### config.mk
export PLATFORM = sky130hd
export DESIGN_NAME = tick_scheduler_flat
export DESIGN_NICKNAME = d
export VERILOG_FILES = /design/src/rtl/tick_scheduler_if.sv /design/src/rtl/tick_scheduler.sv /design/src/flat_wrapper.sv
export SDC_FILE = /design/constraint.sdc
export NUM_CORES = 1
export LEC_CHECK = 0
export CORE_MARGIN = 1.5
export CORE_UTILIZATION = 45
export CTS_CLUSTER_DIAMETER = 80
export DETAILED_ROUTE_END_ITERATION = 6
export GPL_ROUTABILITY_DRIVEN = 0
export PLACE_DENSITY = 0.61
export SLEW_MARGIN = 20
export SYNTH_ARGS = -nofsm -noshare
export SYNTH_HDL_FRONTEND = slang
export SYNTH_SLANG_ARGS = --single-unit
export TNS_END_PERCENT = 20
### constraint.sdc
create_clock -name clk_100Mhz -period 3.2 [get_ports clk_100Mhz]
set_clock_uncertainty 0.2 [all_clocks]
set_input_delay 0.64 -clock clk_100Mhz [delete_from_list [all_inputs] [get_ports clk_100Mhz]]
set_output_delay 0.64 -clock clk_100Mhz [all_outputs]
set_load 0.01 [all_outputs]
### src/rtl/tick_scheduler_if.sv
// Configuration-write and expiry-event handshake bundle for tick_scheduler.
// The master side issues channel writes and acknowledges events; the slave is the scheduler.
interface tick_scheduler_if #(
  parameter int unsigned CH_W      = 2,
  parameter int unsigned CNT_WIDTH = 16
);
  logic                 cfg_we;
  logic [CH_W-1:0]      cfg_ch;
  logic                 cfg_en;
  logic                 cfg_mode;
  logic [CNT_WIDTH-1:0] cfg_period;
  logic                 cfg_ack;
  logic                 cfg_err;
  logic                 evt_valid;
  logic [CH_W-1:0]      evt_ch;
  logic                 evt_ack;

  modport master (
    output cfg_we, cfg_ch, cfg_en, cfg_mode, cfg_period, evt_ack,
    input  cfg_ack, cfg_err, evt_valid, evt_ch
  );

  modport slave (
    input  cfg_we, cfg_ch, cfg_en, cfg_mode, cfg_period, evt_ack,
    output cfg_ack, cfg_err, evt_valid, evt_ch
  );
endinterface

### src/rtl/tick_scheduler.sv
// Multi-channel base-tick timer with periodic/one-shot modes and a lowest-index-first
// expiry event port with sticky overrun flags.
module tick_scheduler #(
  parameter int unsigned NUM_CH    = 4,
  parameter int unsigned CH_W      = 2,
  parameter int unsigned CNT_WIDTH = 16
) (
  input  logic              clk_100Mhz,
  input  logic              rst,
  input  logic              tick,
  tick_scheduler_if.slave   bus,
  output logic [NUM_CH-1:0] ch_busy,
  output logic [NUM_CH-1:0] ch_expire,
  output logic [NUM_CH-1:0] evt_ovr
);

  typedef enum logic {StIdle, StRun} ch_state_e;

  ch_state_e            state_q  [NUM_CH];
  ch_state_e            state_d  [NUM_CH];
  logic [CNT_WIDTH-1:0] period_q [NUM_CH];
  logic [CNT_WIDTH-1:0] period_d [NUM_CH];
  logic [CNT_WIDTH-1:0] remain_q [NUM_CH];
  logic [CNT_WIDTH-1:0] remain_d [NUM_CH];
  logic [NUM_CH-1:0]    mode_q, mode_d;
  logic [NUM_CH-1:0]    expire_q, expire_d;
  logic [NUM_CH-1:0]    pending_q, pending_d;
  logic [NUM_CH-1:0]    ovr_q, ovr_d;
  logic [NUM_CH-1:0]    evt_clr;
  logic                 evt_valid_q, evt_valid_d;
  logic [CH_W-1:0]      evt_ch_q, evt_ch_d;
  logic                 cfg_ack_q, cfg_err_q;
  logic                 wr_ok;

  assign wr_ok = bus.cfg_we && (32'(bus.cfg_ch) < NUM_CH)
                 && !(bus.cfg_en && (bus.cfg_period == '0));

  // Channel state and counters; an accepted write to a channel masks that cycle's tick.
  always_comb begin
    for (int i = 0; i < NUM_CH; i++) begin
      state_d[i]  = state_q[i];
      period_d[i] = period_q[i];
      remain_d[i] = remain_q[i];
      mode_d[i]   = mode_q[i];
      expire_d[i] = 1'b0;
      if (wr_ok && (bus.cfg_ch == CH_W'(i))) begin
        if (bus.cfg_en) begin
          state_d[i]  = StRun;
          period_d[i] = bus.cfg_period;
          remain_d[i] = bus.cfg_period;
          mode_d[i]   = bus.cfg_mode;
        end else begin
          state_d[i] = StIdle;
        end
      end else if ((state_q[i] == StRun) && tick) begin
        if (remain_q[i] > CNT_WIDTH'(1)) begin
          remain_d[i] = remain_q[i] - CNT_WIDTH'(1);
        end else begin
          expire_d[i] = 1'b1;
          if (mode_q[i]) begin
            state_d[i] = StIdle;
          end else begin
            remain_d[i] = period_q[i];
          end
        end
      end
    end
  end

  // Pending set beats an ack-clear of the same bit; any expiry on a pending bit is an overrun.
  always_comb begin
    for (int i = 0; i < NUM_CH; i++) begin
      evt_clr[i] = bus.evt_ack && evt_valid_q && (evt_ch_q == CH_W'(i));
    end
    pending_d = (pending_q & ~evt_clr) | expire_d;
    ovr_d     = ovr_q | (expire_d & pending_q);
  end

  always_comb begin
    evt_valid_d = |pending_d;
    evt_ch_d    = '0;
    for (int i = int'(NUM_CH) - 1; i >= 0; i--) begin
      if (pending_d[i]) begin
        evt_ch_d = CH_W'(i);
      end
    end
  end

  always_ff @(posedge clk_100Mhz or negedge rst) begin
    if (!rst) begin
      for (int i = 0; i < NUM_CH; i++) begin
        state_q[i]  <= StIdle;
        period_q[i] <= '0;
        remain_q[i] <= '0;
      end
      mode_q      <= '0;
      expire_q    <= '0;
      pending_q   <= '0;
      ovr_q       <= '0;
      evt_valid_q <= 1'b0;
      evt_ch_q    <= '0;
      cfg_ack_q   <= 1'b0;
      cfg_err_q   <= 1'b0;
    end else begin
      for (int i = 0; i < NUM_CH; i++) begin
        state_q[i]  <= state_d[i];
        period_q[i] <= period_d[i];
        remain_q[i] <= remain_d[i];
      end
      mode_q      <= mode_d;
      expire_q    <= expire_d;
      pending_q   <= pending_d;
      ovr_q       <= ovr_d;
      evt_valid_q <= evt_valid_d;
      evt_ch_q    <= evt_ch_d;
      cfg_ack_q   <= wr_ok;
      cfg_err_q   <= bus.cfg_we && !wr_ok;
    end
  end

  always_comb begin
    for (int i = 0; i < NUM_CH; i++) begin
      ch_busy[i] = (state_q[i] == StRun);
    end
  end

  assign ch_expire     = expire_q;
  assign evt_ovr       = ovr_q;
  assign bus.evt_valid = evt_valid_q;
  assign bus.evt_ch    = evt_ch_q;
  assign bus.cfg_ack   = cfg_ack_q;
  assign bus.cfg_err   = cfg_err_q;

endmodule
### src/flat_wrapper.sv
// flat-port wrapper written by rule: the top's interface ports become plain ports
module tick_scheduler_flat 
#(
  parameter int unsigned NUM_CH    = 4,
  parameter int unsigned CH_W      = 2,
  parameter int unsigned CNT_WIDTH = 16
)
  (clk_100Mhz, rst, tick, ch_busy, ch_expire, evt_ovr, bus_cfg_we, bus_cfg_ch, bus_cfg_en, bus_cfg_mode, bus_cfg_period, bus_evt_ack, bus_cfg_ack, bus_cfg_err, bus_evt_valid, bus_evt_ch);
  tick_scheduler_if #(.CH_W(CH_W), .CNT_WIDTH(CNT_WIDTH)) bus_i ();
  input  logic clk_100Mhz;
  input  logic rst;
  input  logic tick;
  output logic [NUM_CH-1:0] ch_busy;
  output logic [NUM_CH-1:0] ch_expire;
  output logic [NUM_CH-1:0] evt_ovr;
  input wire logic [$bits(bus_i.cfg_we)-1:0] bus_cfg_we;
  input wire logic [$bits(bus_i.cfg_ch)-1:0] bus_cfg_ch;
  input wire logic [$bits(bus_i.cfg_en)-1:0] bus_cfg_en;
  input wire logic [$bits(bus_i.cfg_mode)-1:0] bus_cfg_mode;
  input wire logic [$bits(bus_i.cfg_period)-1:0] bus_cfg_period;
  input wire logic [$bits(bus_i.evt_ack)-1:0] bus_evt_ack;
  output wire logic [$bits(bus_i.cfg_ack)-1:0] bus_cfg_ack;
  output wire logic [$bits(bus_i.cfg_err)-1:0] bus_cfg_err;
  output wire logic [$bits(bus_i.evt_valid)-1:0] bus_evt_valid;
  output wire logic [$bits(bus_i.evt_ch)-1:0] bus_evt_ch;
  assign bus_i.cfg_we = bus_cfg_we;
  assign bus_i.cfg_ch = bus_cfg_ch;
  assign bus_i.cfg_en = bus_cfg_en;
  assign bus_i.cfg_mode = bus_cfg_mode;
  assign bus_i.cfg_period = bus_cfg_period;
  assign bus_i.evt_ack = bus_evt_ack;
  assign bus_cfg_ack = bus_i.cfg_ack;
  assign bus_cfg_err = bus_i.cfg_err;
  assign bus_evt_valid = bus_i.evt_valid;
  assign bus_evt_ch = bus_i.evt_ch;
  tick_scheduler #(.NUM_CH(NUM_CH), .CH_W(CH_W), .CNT_WIDTH(CNT_WIDTH)) u_core (.clk_100Mhz(clk_100Mhz), .rst(rst), .tick(tick), .bus(bus_i), .ch_busy(ch_busy), .ch_expire(ch_expire), .evt_ovr(evt_ovr));
endmodule
---- After elaboration in Yosys (flattened, before gate mapping) ----
Index checks and enable logic that the tools add are counted.
operators by class
  add/subtract/negate cells ............... 4
  $lt $le $gt $ge ......................... 4
  equal/unequal tests ..................... 18
  multiplexer cells ....................... 50
  bitwise operators ....................... 5
  reduce and logical (&&, ||, !) cells .... 42
operators with widths
  operator               number
  $mux 16                17
  $gt 16x1->1 const B    4
  $sub 16x1->16 const B  4
  $mux 1                 29
  $reduce_and 3->1       8
  $logic_and 1x1->1      16
  $logic_not 16->1       1
  $reduce_bool 2->1      8
  $ne 3x3->1 const B     4
  $and 4x4->4            2
  $eq 2x2->1 const B     4
  $mux 2                 4
  $ne 2x1->1 const B     4
  $ne 2x2->1 const B     4
  $or 4x4->4             2
  $reduce_and 2->1       4
  $eq 2x1->1 const B     2
  $logic_not 2->1        2
  $not 4->4              1
  $reduce_or 4->1        1
  $logic_not 1->1        2
storage, ports and cells
  register bits ........................... 153
  output and inout port bits .............. 17

---- Depth between registers and ports, before layout ----
  depth after elaboration ................. 11
  gate-level depth with buffers ........... 10

---- Worst setup path before layout ----
Ideal clock, no wire load.
  kind .................................... input to register
  start ................................... input bus_cfg_period[1]
  end ..................................... register u_core.remain_q[34] (netlist name)
  arrival ................................. 2878 ps
  required time ........................... 2872 ps
  slack ................................... -5 ps
  cell stages on the path ................. 8
  path buffers ............................ 2
  path through ............................ clkbuf_1 or4_1 nor4_4 a21oi_2 or3_1 buf_2 nand2_4 mux2_1
between the ends
  longest elaborated chain between the ends .. 7
  elaborated cells on any way between the ends .. 10
RTL lines
  item                                                 line                   RTL
  from (decl)                                          flat_wrapper.sv:20     input wire logic [$bits(bus_i.cfg_period)-1:0] bus_cfg_period;
  $logic_not 16->1 (*)                                 tick_scheduler.sv:36   && !(bus.cfg_en && (bus.cfg_period == '0));
  $logic_and 1x1->1 (*)                                tick_scheduler.sv:36
  $logic_not 1->1 (*)                                  tick_scheduler.sv:36
  $logic_and 1x1->1 (*)                                tick_scheduler.sv:36
  $logic_and 1x1->1 (*)                                tick_scheduler.sv:46   if (wr_ok && (bus.cfg_ch == CH_W'(i))) begin
  $ne 3x3->1 (no source line) (tied with other cells)  -
  $reduce_and 3->1 (no source line)                    -
  to (signal, indexed assignment)                      tick_scheduler.sv:108  remain_q[i] <= remain_d[i];
  to (decl)                                            tick_scheduler.sv:23   logic [CNT_WIDTH-1:0] remain_q [NUM_CH];
Mark *: on every way between the ends. The rest lies on a longest branch, timed or not.
A chain may end at the register's enable or synchronous reset.

---- Worst setup path after layout ----
  start ................................... input bus_cfg_period[1]
  end ..................................... register u_core.remain_q[48] (netlist name)
Same word-level chain as after synthesis.

==> impl_metrics.py <==
metrics = {
    "sta": {
        "slew_headroom": 0.483,
        "rsz0062_at_grt": "false",
        "setup_violations": 0,
        "min_period_over_period": 0.982,
        "fmax_mhz": 318,
        "hold_slack_ns": 0.0314,
        "tns_ns": 0,
        "finalCriticalPeriod_ns": 3.14,
        "worstMarginPinSlew_ns": 0.768,
        "setup_ws_ns": 0.0572,
        "hold_viol": 0,
        "finalMaxSlewViolations": 0,
    },
    "setup_path": {
        "critical_path_arrival_ns": 3.23,
        "cp_slowest_cell": "or4_4",
        "cp_cell_sequence": "clkdlybuf4s50_1, or4_4, or4_4, buf_4, o21ai_4, nand2_1, a2111oi_1, a221oi_1",
        "required_ns": 3.29,
        "cp_common_cell": "or4_4",
        "cp_slowest_stage_delay_ns": 0.62,
        "reg2reg_depth": 8,
        "crit_path_end_kind": "flip-flop",
        "worst-setup-path-type": "input pin to flip-flop",
        "critical_path.max_fanout": 5,
        "cp-start-kind": "input pin",
    },
    "cells_and_area": {
        "layout.cells.most_common_list": "nand2_1, dfrtp_1, buf_4",
        "multi_input_area_um2": 4390,
        "fillers": 1697,
        "finalNonFillerCells": 1258,
        "seqCellArea_um2": 3830,
        "drive_gt1_frac": 0.199,
        "final_common_cell": "nand2_1",
        "layout.nets": 1045,
        "final_util": 0.563,
        "diodes": 0,
        "stdcell_area_um2": 10500,
        "area_growth_pct": 23.2,
    },
    "clocking": {
        "cts-root-buf": "clkbuf_16",
        "cts_num_sinks": 153,
        "numCtsBuffers": 17,
        "cts_tree": "done",
        "clock_latency_ns": 0.43,
        "clk_pin_slew_ns": 0.07,
        "htreeDepth": 4,
        "post_cts_buffers": 0,
        "cts_buffer_depth": 2,
    },
    "yosys": {
        "synth_edf_count": 0,
        "synth_cells": 915,
        "ys_ff_latch": 153,
        "yosysWarnings": 0,
        "yosys-top-cells-area": "dfrtp_1, nand2_1, mux2_2",
        "synth_flop_cell": "dfrtp_1",
        "async_reset_ff_frac": 1.00,
        "yosys.cell_types.count": 77,
        "syn-num-nets": 948,
        "synth-seq-area-share": 0.449,
        "yosysTopAreaCellShare": 0.449,
        "synth_top_area_cell": "dfrtp_1",
        "avgSynthCellArea_um2": 9.31,
        "synth.cell_area_um2": 8520,
    },
    "route": {
        "drcViolationCount": 0,
        "ant_nets": 0,
        "drt-initial-drc-count": 644,
        "wl_per_cell_um": 19.8,
        "routed_wl_um": 24900,
        "drtPass1Iterations": 7,
        "vias": 7326,
        "via_per_inst": 5.82,
    },
    "global_routing": {
        "grt_usage": 0.262,
        "grt_overflow": 0,
        "grt_pass1_wl_um": 39900,
        "antenna_found_initial": 0,
        "grt_pass1_vias": 7069,
        "grt_start_max_net_pins": 74,
    },
    "placed_design": {
        "dpl_cell_area_um2": 9860,
        "pre_cts_ws_ns": -0.483,
        "port_buffers": 41,
        "dp_hpwl_um": 17400,
        "placed_cells": 1227,
    },
    "power": {
        "cellPowerDensity_nw_per_um2": 714,
        "p_leak_nw": 4.63,
        "finalPower_mw": 7.49,
        "peakVddDrop_mv": 0.375,
    },
    "die": {
        "io_pins": 42,
        "die-area_um2": 19800,
        "core_area_um2": 18600,
        "die_w_um": 141,
        "initial_core_util": 0.457,
        "die_height_um": 141,
        "num_rows": 50,
    },
    "worst_hold_path": {
        "holdCritPathClass": "input pin to asynchronous set/reset pin",
    },
    "job": {
        "drv_cap": 0,
    },
    "run_status": {
        "outcome": "complete, no violations",
    },
}
-- state kept, by name, summed over array words and instances, names as in the netlist --
name / cells
u_core.period_q: 64
u_core.remain_q: 64
u_core.ch_busy: 4
u_core.ch_expire: 4
u_core.evt_ovr: 4
u_core.mode_q: 4
u_core.pending_q: 4
u_core.bus.evt_ch: 2
u_core.bus.cfg_ack: 1
u_core.bus.cfg_err: 1
u_core.bus.evt_valid: 1
-- cell type report --
class	instances	area share
clock buffer	18	0.0418
clock inverter	13	0.0185
inverter	16	0.00572
multi-input combinational	682	0.418
sequential	153	0.365
tap	234	0.0279
timing repair buffer	142	0.123
-- critical path, delay by kind of cell --
kind                   cells  cell delay (ns)
AO/OA/AOI/OAI              3             0.65
buffers and inverters      2             0.68
AND/OR/NAND/NOR            3             1.26
-- power by group --
group	switching, mW	internal, mW	total, mW
Combinational	1.00	1.14	2.15
Sequential	0.645	2.49	3.14
Clock	0.876	1.33	2.21
-- metal layers --
| layer | wire length, um | track usage | up-vias | share of wire |
|---|---|---|---|---|
| met5 | 0 | 0 | - | 0 |
| met2 | 11400 | 0.405 | 195 | 0.46 |
| met3 | 1240 | 0.0499 | 34 | 0.050 |
| met1 | 11800 | 0.374 | 3617 | 0.47 |
| li1 | - | - | 3480 | - |
| met4 | 538 | 0.0828 | 0 | 0.022 |
-- cells in the mapped netlist, drive strengths merged, types with 7 or more instances --
master and n:
inv 16, xnor2 18, dfrtp 153, nand3 20
ha 8, a2bb2oi 16, a21o 12, buf 26
mux2i 16, clkbuf 38, nor2 59, a211oi 14
nor4 19, o21ai 59, mux2 49, nand2 169
o31ai 12, xor2 16, or4 11, nor3 35
a31oi 7, a21oi 23, o211ai 17
-- worst paths after layout --
path,slack [ns],startpoint,to
setup / recovery,0.06,bus_cfg_period[1],u_core.remain_q[48]
min in group clk_100Mhz,0.26,u_core.evt_ovr[2],u_core.evt_ovr[2]
max in group asynchronous,2.06,rst,u_core.pending_q[3]
setup reg to reg,0.52,u_core.remain_q[32],u_core.remain_q[37]
hold reg to reg,0.26,u_core.evt_ovr[2],u_core.evt_ovr[2]
hold / removal,0.03,rst,u_core.remain_q[10]
-- cells by family after synthesis --
group / share of synthesized area
DFF: 0.449
muxes: 0.0853
buffers and inverters: 0.0392
xor gates and xnor gates: 0.0349
adders and majority gates: 0.0117
AOI/OAI and AO/OA: 0.178
and+or+nand+nor: 0.201
-- timing repair --
action,in CTS,in global routing
pin swaps,0,1
gates resized for setup,1,2
setup endpoints to repair,1,9
hold buffers,0,0
(Power assumes the default switching activity.)
